===== src/rtl/step_conditioner.sv =====
// Pushbutton conditioner: synchronizes and debounces a raw button, then issues
// one-cycle step strobes with optional hold-to-auto-repeat and a running step count.
module step_conditioner #(
   parameter int unsigned DEBOUNCE_CYC = 50000,
   parameter int unsigned HOLD_CYC     = 25000000,
   parameter int unsigned REPEAT_CYC   = 5000000,
   parameter int unsigned CNT_W        = 25
) (
   input  logic       clk,
   input  logic       rst_n,
   input  logic       btn_raw,
   input  logic       auto_en,
   output logic       step_pulse,
   output logic       btn_level,
   output logic [7:0] step_count
);

   typedef enum logic [1:0] {
      ST_IDLE,
      ST_HOLD,
      ST_REPEAT
   } state_t;

   localparam logic [CNT_W-1:0] DB_LAST   = CNT_W'(DEBOUNCE_CYC - 1);
   localparam logic [CNT_W-1:0] HOLD_LAST = CNT_W'(HOLD_CYC - 1);
   localparam logic [CNT_W-1:0] REP_LAST  = CNT_W'(REPEAT_CYC - 1);

   logic             r_sync0;
   logic             r_sync1;
   logic [CNT_W-1:0] r_db_cnt;
   logic             r_level;
   state_t           r_state;
   logic [CNT_W-1:0] r_timer;
   logic             r_pulse;
   logic [7:0]       r_count;

   logic [CNT_W-1:0] w_db_cnt_nxt;
   logic             w_level_nxt;
   state_t           w_state_nxt;
   logic [CNT_W-1:0] w_timer_nxt;
   logic             w_pulse_nxt;

   // The FSM looks at w_level_nxt so the first strobe lands on the same edge
   // the debounced level rises, and a release beats any timer expiry.
   always_comb begin
      // NOTE: every combinational output gets a default first so no path leaves it unassigned (no latch).
      w_db_cnt_nxt = r_db_cnt;
      w_level_nxt  = r_level;
      if (r_sync1 == r_level) begin
         w_db_cnt_nxt = '0;
      end else if (r_db_cnt == DB_LAST) begin
         w_level_nxt  = ~r_level;
         w_db_cnt_nxt = '0;
      end else begin
         w_db_cnt_nxt = r_db_cnt + CNT_W'(1);
      end
   end

   always_comb begin
      w_state_nxt = r_state;
      w_timer_nxt = r_timer;
      w_pulse_nxt = 1'b0;
      case (r_state)
         ST_IDLE: begin
            if (w_level_nxt && !r_level) begin
               w_pulse_nxt = 1'b1;
               w_state_nxt = ST_HOLD;
               w_timer_nxt = '0;
            end
         end
         ST_HOLD: begin
            if (!w_level_nxt) begin
               w_state_nxt = ST_IDLE;
               w_timer_nxt = '0;
            end else if (!auto_en) begin
               w_timer_nxt = '0;
            end else if (r_timer == HOLD_LAST) begin
               w_pulse_nxt = 1'b1;
               w_state_nxt = ST_REPEAT;
               w_timer_nxt = '0;
            end else begin
               w_timer_nxt = r_timer + CNT_W'(1);
            end
         end
         ST_REPEAT: begin
            if (!w_level_nxt) begin
               w_state_nxt = ST_IDLE;
               w_timer_nxt = '0;
            end else if (!auto_en) begin
               w_state_nxt = ST_HOLD;
               w_timer_nxt = '0;
            end else if (r_timer == REP_LAST) begin
               w_pulse_nxt = 1'b1;
               w_timer_nxt = '0;
            end else begin
               w_timer_nxt = r_timer + CNT_W'(1);
            end
         end
         default: begin
            w_state_nxt = ST_IDLE;
            w_timer_nxt = '0;
         end
      endcase
   end

   always_ff @(posedge clk or negedge rst_n) begin
      if (!rst_n) begin
         r_sync0  <= 1'b0;
         r_sync1  <= 1'b0;
         r_db_cnt <= '0;
         r_level  <= 1'b0;
         r_state  <= ST_IDLE;
         r_timer  <= '0;
         r_pulse  <= 1'b0;
         r_count  <= '0;
      end else begin
         // NOTE: non-blocking assignments so every flop samples pre-edge values, which the synchronizer chain relies on.
         r_sync0  <= btn_raw;
         r_sync1  <= r_sync0;
         r_db_cnt <= w_db_cnt_nxt;
         r_level  <= w_level_nxt;
         r_state  <= w_state_nxt;
         r_timer  <= w_timer_nxt;
         r_pulse  <= w_pulse_nxt;
         if (w_pulse_nxt) begin
            r_count <= r_count + 8'd1;
         end
      end
   end

   assign step_pulse = r_pulse;
   assign btn_level  = r_level;
   assign step_count = r_count;

endmodule


===== config.mk =====
export PLATFORM = sky130hd
export DESIGN_NAME = step_conditioner
export DESIGN_NICKNAME = d
export VERILOG_FILES = /design/src/rtl/step_conditioner.sv
export SDC_FILE = /design/constraint.sdc
export NUM_CORES = 1
export LEC_CHECK = 0
export CAP_MARGIN = 15
export CELL_PAD_IN_SITES_DETAIL_PLACEMENT = 1
export CELL_PAD_IN_SITES_GLOBAL_PLACEMENT = 1
export CORE_MARGIN = 2
export CORE_UTILIZATION = 50
export CTS_BUF_LIST = sky130_fd_sc_hd__clkbuf_4 sky130_fd_sc_hd__clkbuf_8
export DETAILED_ROUTE_END_ITERATION = 12
export GPL_TIMING_DRIVEN = 0
export PLACE_DENSITY = 0.83
export SLEW_MARGIN = 20
export SYNTH_ARGS = -nofsm -noshare
export SYNTH_HDL_FRONTEND = slang
export SYNTH_SLANG_ARGS = --single-unit

===== constraint.sdc =====
create_clock -name clk -period 7.65 [get_ports clk]
set_input_delay 2.295 -clock clk [delete_from_list [all_inputs] [get_ports clk]]
set_output_delay 2.295 -clock clk [all_outputs]
set_load 0.01 [all_outputs]

# Yosys cells after proc, flatten, opt, wreduce, memory -nomap -nowiden
# Index checks and enable logic that the tools add are counted.
# W data, S select, Z words.
[totals]
regBits = 64
[classes]
n_addsub = 3
eq_ne = 10
muxes = 27
bitwise = 1
n_reduce_logical = 4
[op_table]
columns = ["op", "n"]
rows = [
  ["$mux W25", 9],
  ["$pmux W25 S3", 1],
  ["$add A25 B1 Y25 const B", 2],
  ["$eq A25 B16 Y1 const B", 1],
  ["$eq A25 B23 Y1 const B", 1],
  ["$eq A25 B25 Y1 const B", 1],
  ["$mux W2", 6],
  ["$mux W1", 9],
  ["$ne A3 B3 Y1 const B", 3],
  ["$add A8 B1 Y8 const B", 1],
  ["$pmux W2 S3", 1],
  ["$reduce_and A4 Y1", 1],
  ["$pmux W1 S3", 1],
  ["$eq A2 B1 Y1 const B", 1],
  ["$eq A2 B2 Y1 const B", 1],
  ["$logic_not A2 Y1", 1],
  ["$ne A2 B2 Y1 const B", 1],
  ["$eq A1 B1 Y1", 1],
  ["$logic_and A1 B1 Y1", 1],
  ["$logic_not A1 Y1", 1],
  ["$not A1 Y1", 1],
]

# Logic depth before layout (Yosys ltp)
# Gate-level depths: netlist (run 1).
[logic_depth]
depth_word = 6
mapped_depth = 8
depth_no_buf = 8

# Worst setup path after synthesis (run 1)
# OpenSTA, ideal clock, no wires.
[synth_timing]
path_type = "input to register"
startpoint = "input auto_en"
endpoint = "register r_timer[23]"
t_arrival_ps = 3218
t_required_ps = 7540
slack_ps = 4322
cell_stages = 5
path_cell_list = "nand2_1 > a221o_1 > clkbuf_1 > o2bb2a_1 > o41ai_1"
[synth_between]
elab_chain_len = 3
[synth_rtl]
columns = ["element", "line_no", "source"]
rows = [
  ["start: declaration", "12", "input logic auto_en,"],
  ["$mux W25 (on tied branches)", "89, 75", ""],
  ["$mux W25 (on tied branches)", "86, 72", ""],
  ["$pmux W25 S3 (*)", "63", "case (r_state)"],
  ["end signal: assignment", "123", "r_timer <= w_timer_nxt;"],
  ["end: declaration", "33", "logic [CNT_W-1:0] r_timer;"],
]
# Every way passes the cells marked *; elsewhere a longest branch is shown, timed or not.
# A chain may end at the register's enable or synchronous reset.

# Final worst setup path (run 1)
[layout_timing]
startpoint = "input auto_en"
endpoint = "register r_timer[7]"
# The elaborated chain is that of the path after synthesis.

==> impl_metrics.json, run 1 <==
{
  "status": "completed",
  "cp_max_fo": 10,
  "crit_cells": 6,
  "synthCells": 377,
  "die_area_mm2": 0.007850,
  "dpl.hpwl_um": 6164,
  "worstMarginPinSlew_ns": 0.8609,
  "critPathCaptureType": "flop",
  "synth_flop_cell": "dfrtp_1",
  "power_mw": 0.6082,
  "yosysWarnings": 0,
  "first_iter_violations": 130,
  "rsz0062_at_grt": "no",
  "rows": 30,
  "layout.nets": 413,
  "finalClockSkew_ns": 0.006479,
  "grt_pass1_vias": 3067,
  "clkTransAtPathRegs_ns": 0.07,
  "final_antenna_net_count": 0,
  "max-slew-margin-rel_pct": 42.08,
  "crit_required_ns": 7.93,
  "cts_buffer_depth": 2,
  "multi_input_area_mm2": 0.001893,
  "combinationalPowerShare_pct": 2.5,
  "io_buffer_count": 13,
  "cpPeakStageDelay_ns": 0.56,
  "crit_slowest_cell": "clkdlybuf4s50_1",
  "switching_power_mw": 0.1382,
  "seq_area_frac_synth_pct": 44.76,
  "critPathArrivalTime_ns": 4.21,
  "p_leak_nw": 1.706,
  "grt_max_degree": 40,
  "clk_root_buffer_cell": "clkbuf_8",
  "area_growth_pct": 12.10,
  "path_class": "primary input to flop",
  "grt_usage_pct": 24.41,
  "maxCapViolCount": 0,
  "crit_family": "buffers and inverters",
  "vias": 2952,
  "cts_hold_buffers": 0,
  "min_period_ns": 3.934,
  "postCtsSetupRepairBufs": 0,
  "setup_tns_ns": 0,
  "synth_area_mm2": 0.003578,
  "crit_chain": "clkdlybuf4s50_1, nand2_1, a221o_1, nor2_2, buf_2, a22o_1",
  "async_flop_share_pct": 100.0,
  "post_cts_resized": 0,
  "regArea_mm2": 0.001602,
  "reg2reg_depth": 7,
  "hold_class": "flop to flop",
  "power_density_mw_per_mm2": 151.6,
  "p_int_mw": 0.4700,
  "hold_violations": 0,
  "swShare_pct": 22.72,
  "grt_pass1_wl_um": 14650,
  "syn-num-nets": 388,
  "clk_latency_ns": 0.34,
  "gp_congestion": 0.7877,
  "fillers": 804,
  "maxSlewViolCount": 0,
  "cts_tree": "built",
  "die_h_um": 88.60,
  "max_freq_ghz": 0.2542,
  "core_mm2": 0.006869,
  "critPathBufInv": 2,
  "dieWidth_um": 88.60,
  "final_cell_mix": "64 x dfrtp_1, 40 x nor2_1, 33 x nand2_1",
  "htree_levels": 3,
  "grt-ovfl-total": 0,
  "ys_ff_latch": 64,
  "final_layout_size_suffix_gt1_share_pct": 7.407,
  "io_pins": 14,
  "routedWlPerCell_um": 17.17,
  "yosysUniqueCellTypes": 54,
  "antenna_found_initial": 0,
  "peakVddDrop_mv": 0.07843,
  "seqPwrFrac_pct": 56.3,
  "final_common_cell": "dfrtp_1",
  "numCtsBuffers": 9,
  "clockPowerShare_pct": 41.2,
  "hold_depth": 0,
  "clock-sinks": 64,
  "drc": 0,
  "initial_core_util_pct": 52.09,
  "synth-edff-count": 0,
  "diodes": 0,
  "avgSynthCellArea_um2": 9.492,
  "fin_crit_sh_pct": 51.42,
  "first_pass_iters": 5,
  "cp-start-kind": "primary input",
  "vias_per_cell": 5.892,
  "wl_um": 8603,
  "setup_viol": 0
}
## layer usage
layer	global-route usage, %	part of all wire [%]	routed length (um)	vias up
met4	8.540	1.7	142	0
met2	41.90	51	4409	40
met1	30.17	44	3827	1483
li1	-	-	-	1418
met3	5.784	2.6	223	11
met5	0	0	0	-
## metrics by stage
stage               hold slack, ns  setup WS, ns  instance area (um^2)  cells  util [%]
floorplan                   0.3312         4.322                  3578    377         -
global placement            0.3344         2.172                  3829    486     55.74
detailed placement          0.3535         3.363                  3846    487     55.99
CTS                         0.3693         3.713                  4011    501     58.40
global route                0.3742         3.602                  4011    501     58.40
finish                      0.3656         3.716                  4011    501     58.40
## sequential cells by signal, indices dropped and copies added, names as in the netlist
name / flops
r_sync1: 1
r_db_cnt: 25
step_pulse: 1
r_sync0: 1
step_count: 8
btn_level: 1
r_state: 2
r_timer: 25
## cell families after synthesis
kind of cell               synth area share [%]
muxes                                    0.8741
xor gates and xnor gates                  7.343
buffers and inverters                     2.342
adders and majority gates                 2.447
and+or+nand+nor                           27.76
AOI/OAI and AO/OA                         14.48
DFF                                       44.76
## power by group through the flow
stage / clock network, mW / registers (mW) / logic (mW)
after detailed placement: 0 / 0.349 / 0.0162
after global routing: 0.274 / 0.342 / 0.0181
after floorplan: 0 / 0.348 / 0.00459
after global placement: 0 / 0.349 / 0.0144
final: 0.250 / 0.342 / 0.0155
after CTS: 0.260 / 0.342 / 0.0163
## worst reg2reg max path, stage by stage, from the launching register on
cell	delay, ns
dfrtp_1	0.42
or4_1	0.58
nor3_2	0.33
nand3_1	0.24
a221o_1	0.54
nor2_2	0.31
buf_2	0.31
a22o_1	0.19
## worst paths after layout
kind	start	endpoint	slack, ns
max in group asynchronous	rst_n	r_timer[2]	5.27
max reg2reg	r_db_cnt[18]	r_timer[7]	4.66
min reg2reg	r_sync0	r_sync1	0.37
min	r_sync0	r_sync1	0.37
min in group asynchronous	rst_n	r_db_cnt[20]	1.86
max	auto_en	r_timer[7]	3.72
## cell type report
class	count	area share, %
Buffer	11	1.248
Clock buffer	11	3.618
Clock inverter	3	0.4991
Inverter	9	0.8422
Multi-Input combinational cell	293	47.19
Sequential cell	64	39.93
Tap cell	96	2.994
Timing Repair Buffer	14	3.681
## Yosys cell counts, types with 8 or more instances
cell,number,area [um^2]
and3_1,13,81.33
nand4_1,15,93.84
xnor2_1,9,78.83
nand2_1,33,123.9
nor2_1,40,150.1
nor4_1,8,50.05
dfrtp_1,64,1602
xor2_1,21,183.9
nand3_1,22,110.1
a22o_1,16,140.1
inv_1,9,33.78
clkbuf_1,9,33.78
nor2b_1,11,68.82
o21ai_0,24,120.1
Power figures use the tool's default switching activity.
==> run 2, diff against run 1 <==
Settings changed: CORE_UTILIZATION 50 to 45, PLACE_DENSITY 0.83 to 0.79.
Clock period 7.65 ns to 3.4 ns, I/O delays scaled along.
==> run 2 against run 1 <==
Compared with the run above:
- sequential share of layout area down 0.15 points
- via count up 0.20%
- largest power group unchanged
- highest routed layer unchanged
- worst setup slack worse by 3.3 ns
- final cell count is 1.2% higher
- global-route usage down 2.4 points
- critical endpoint is now r_timer[10]
- clock power is 130% higher
- core utilization fell by 6.3 points
==> impl_metrics.json, run 2 (synthesized netlist as in run 1, its figures left out) <==
{
  "status": "completed",
  "die_h_um": 93.18,
  "grt_pass1_wl_um": 14970,
  "clock-sinks": 64,
  "routedWlPerCell_um": 17.13,
  "grt-ovfl-total": 0,
  "min_period_ns": 2.942,
  "cp_max_fo": 10,
  "setup_viol": 0,
  "vias": 2958,
  "pre_cts_slack_ns": 0.4217,
  "grt_pass1_vias": 3097,
  "hold_slack_ns": 0.3442,
  "path_class": "flop to flop",
  "wl_um": 8685,
  "final_layout_size_suffix_gt1_share_pct": 7.407,
  "hold_class": "flop to flop",
  "critPathArrivalTime_ns": 3.22,
  "cts_buffer_depth": 2,
  "postCtsSetupRepairBufs": 0,
  "io_pins": 14,
  "peakVddDrop_mv": 0.1836,
  "critPathCaptureType": "flop",
  "area_growth_pct": 12.52,
  "finalClockSkew_ns": 0.01082,
  "fin_crit_sh_pct": 86.52,
  "gp_congestion": 0.8172,
  "post_cts_resized": 0,
  "rows": 32,
  "core_mm2": 0.007727,
  "grt_usage_pct": 22.01,
  "worstMarginPinSlew_ns": 0.8375,
  "power_density_mw_per_mm2": 343.2,
  "max-slew-margin-rel_pct": 43.65,
  "hold_violations": 0,
  "clk_root_buffer_cell": "clkbuf_8",
  "place_inst": 493,
  "setup_tns_ns": 0,
  "numCtsBuffers": 9,
  "htree_levels": 3,
  "die_area_mm2": 0.008682,
  "max_freq_ghz": 0.3399,
  "maxSlewViolCount": 0,
  "vias_per_cell": 5.834,
  "diodes": 0,
  "dieWidth_um": 93.18,
  "layout.nets": 413,
  "crit_required_ns": 3.68,
  "p_leak_nw": 1.709,
  "cts_hold_buffers": 0,
  "antenna_found_initial": 0,
  "first_pass_iters": 4,
  "clkTransAtPathRegs_ns": 0.07,
  "final_antenna_net_count": 0,
  "first_iter_violations": 110,
  "final_cell_mix": "64 x dfrtp_1, 40 x nor2_1, 33 x nand2_1",
  "cts_tree": "built",
  "final_cells": 507,
  "cp-start-kind": "flop",
  "initial_core_util_pct": 46.31,
  "grt_max_degree": 51,
  "rsz0062_at_grt": "no",
  "setup_ws_ns": 0.4583,
  "final_common_cell": "dfrtp_1",
  "io_buffer_count": 13,
  "maxCapViolCount": 0,
  "dpl.hpwl_um": 6177,
  "clk_latency_ns": 0.35,
  "drc": 0
}
## run 2: metal layers
metal  vias up  GRT usage [%]  share of wire [%]
met2        39          37.92                 50
met4         0          8.456                2.3
met1      1479          26.49                 45
met5         -              0                  0
li1       1419              -                  -
met3        21          5.479                2.9
## run 2: stage by stage
| step | cell area [um^2] | power, mW | util, % |
|---|---|---|---|
| finish | 4026 | 1.382 | 52.10 |
| CTS | 4026 | 1.405 | 52.10 |
| global route | 4026 | 1.441 | 52.10 |
| global placement | 3836 | 0.8168 | 49.64 |
| floorplan | 3578 | 0.7935 | - |
| detailed placement | 3861 | 0.8218 | 49.97 |
## run 2: area by class of cell
class	instances	area [um^2]
Buffer	11	50.05
Clock buffer	11	145.1
Clock inverter	3	20.02
Fill cell	910	3701
Inverter	9	33.78
Multi-Input combinational cell	293	1893
Sequential cell	64	1602
Tap cell	102	127.6
Timing Repair Buffer	14	155.1
## run 2: path summary, 6_finish.rpt
path                            cells past startpoint       endpoint  slack (ns)          from
worst min register to register                      0        r_sync1        0.34       r_sync0
min in group asynchronous                           1   r_db_cnt[17]        0.53         rst_n
max in group asynchronous                           2  step_count[7]        2.35         rst_n
worst max-delay path                                7    r_timer[10]        0.46  r_db_cnt[18]
worst min-delay path                                0        r_sync1        0.34       r_sync0
worst max register to register                      7    r_timer[10]        0.46  r_db_cnt[18]
## run 2: power breakdown
group          switching (mW)  leakage (nW)  internal (mW)
Combinational          0.0254         0.799         0.0102
Clock                   0.293        0.0807          0.283
Sequential            0.00440         0.830          0.765
## run 2: worst max-delay path: stages, from the launching register on
cell and delay, ns:
dfrtp_1 0.42, or4_1 0.56, nor3_2 0.35, nand3_1 0.23, a221o_1 0.52, nor2_2 0.31
buf_2 0.30, a22o_1 0.18
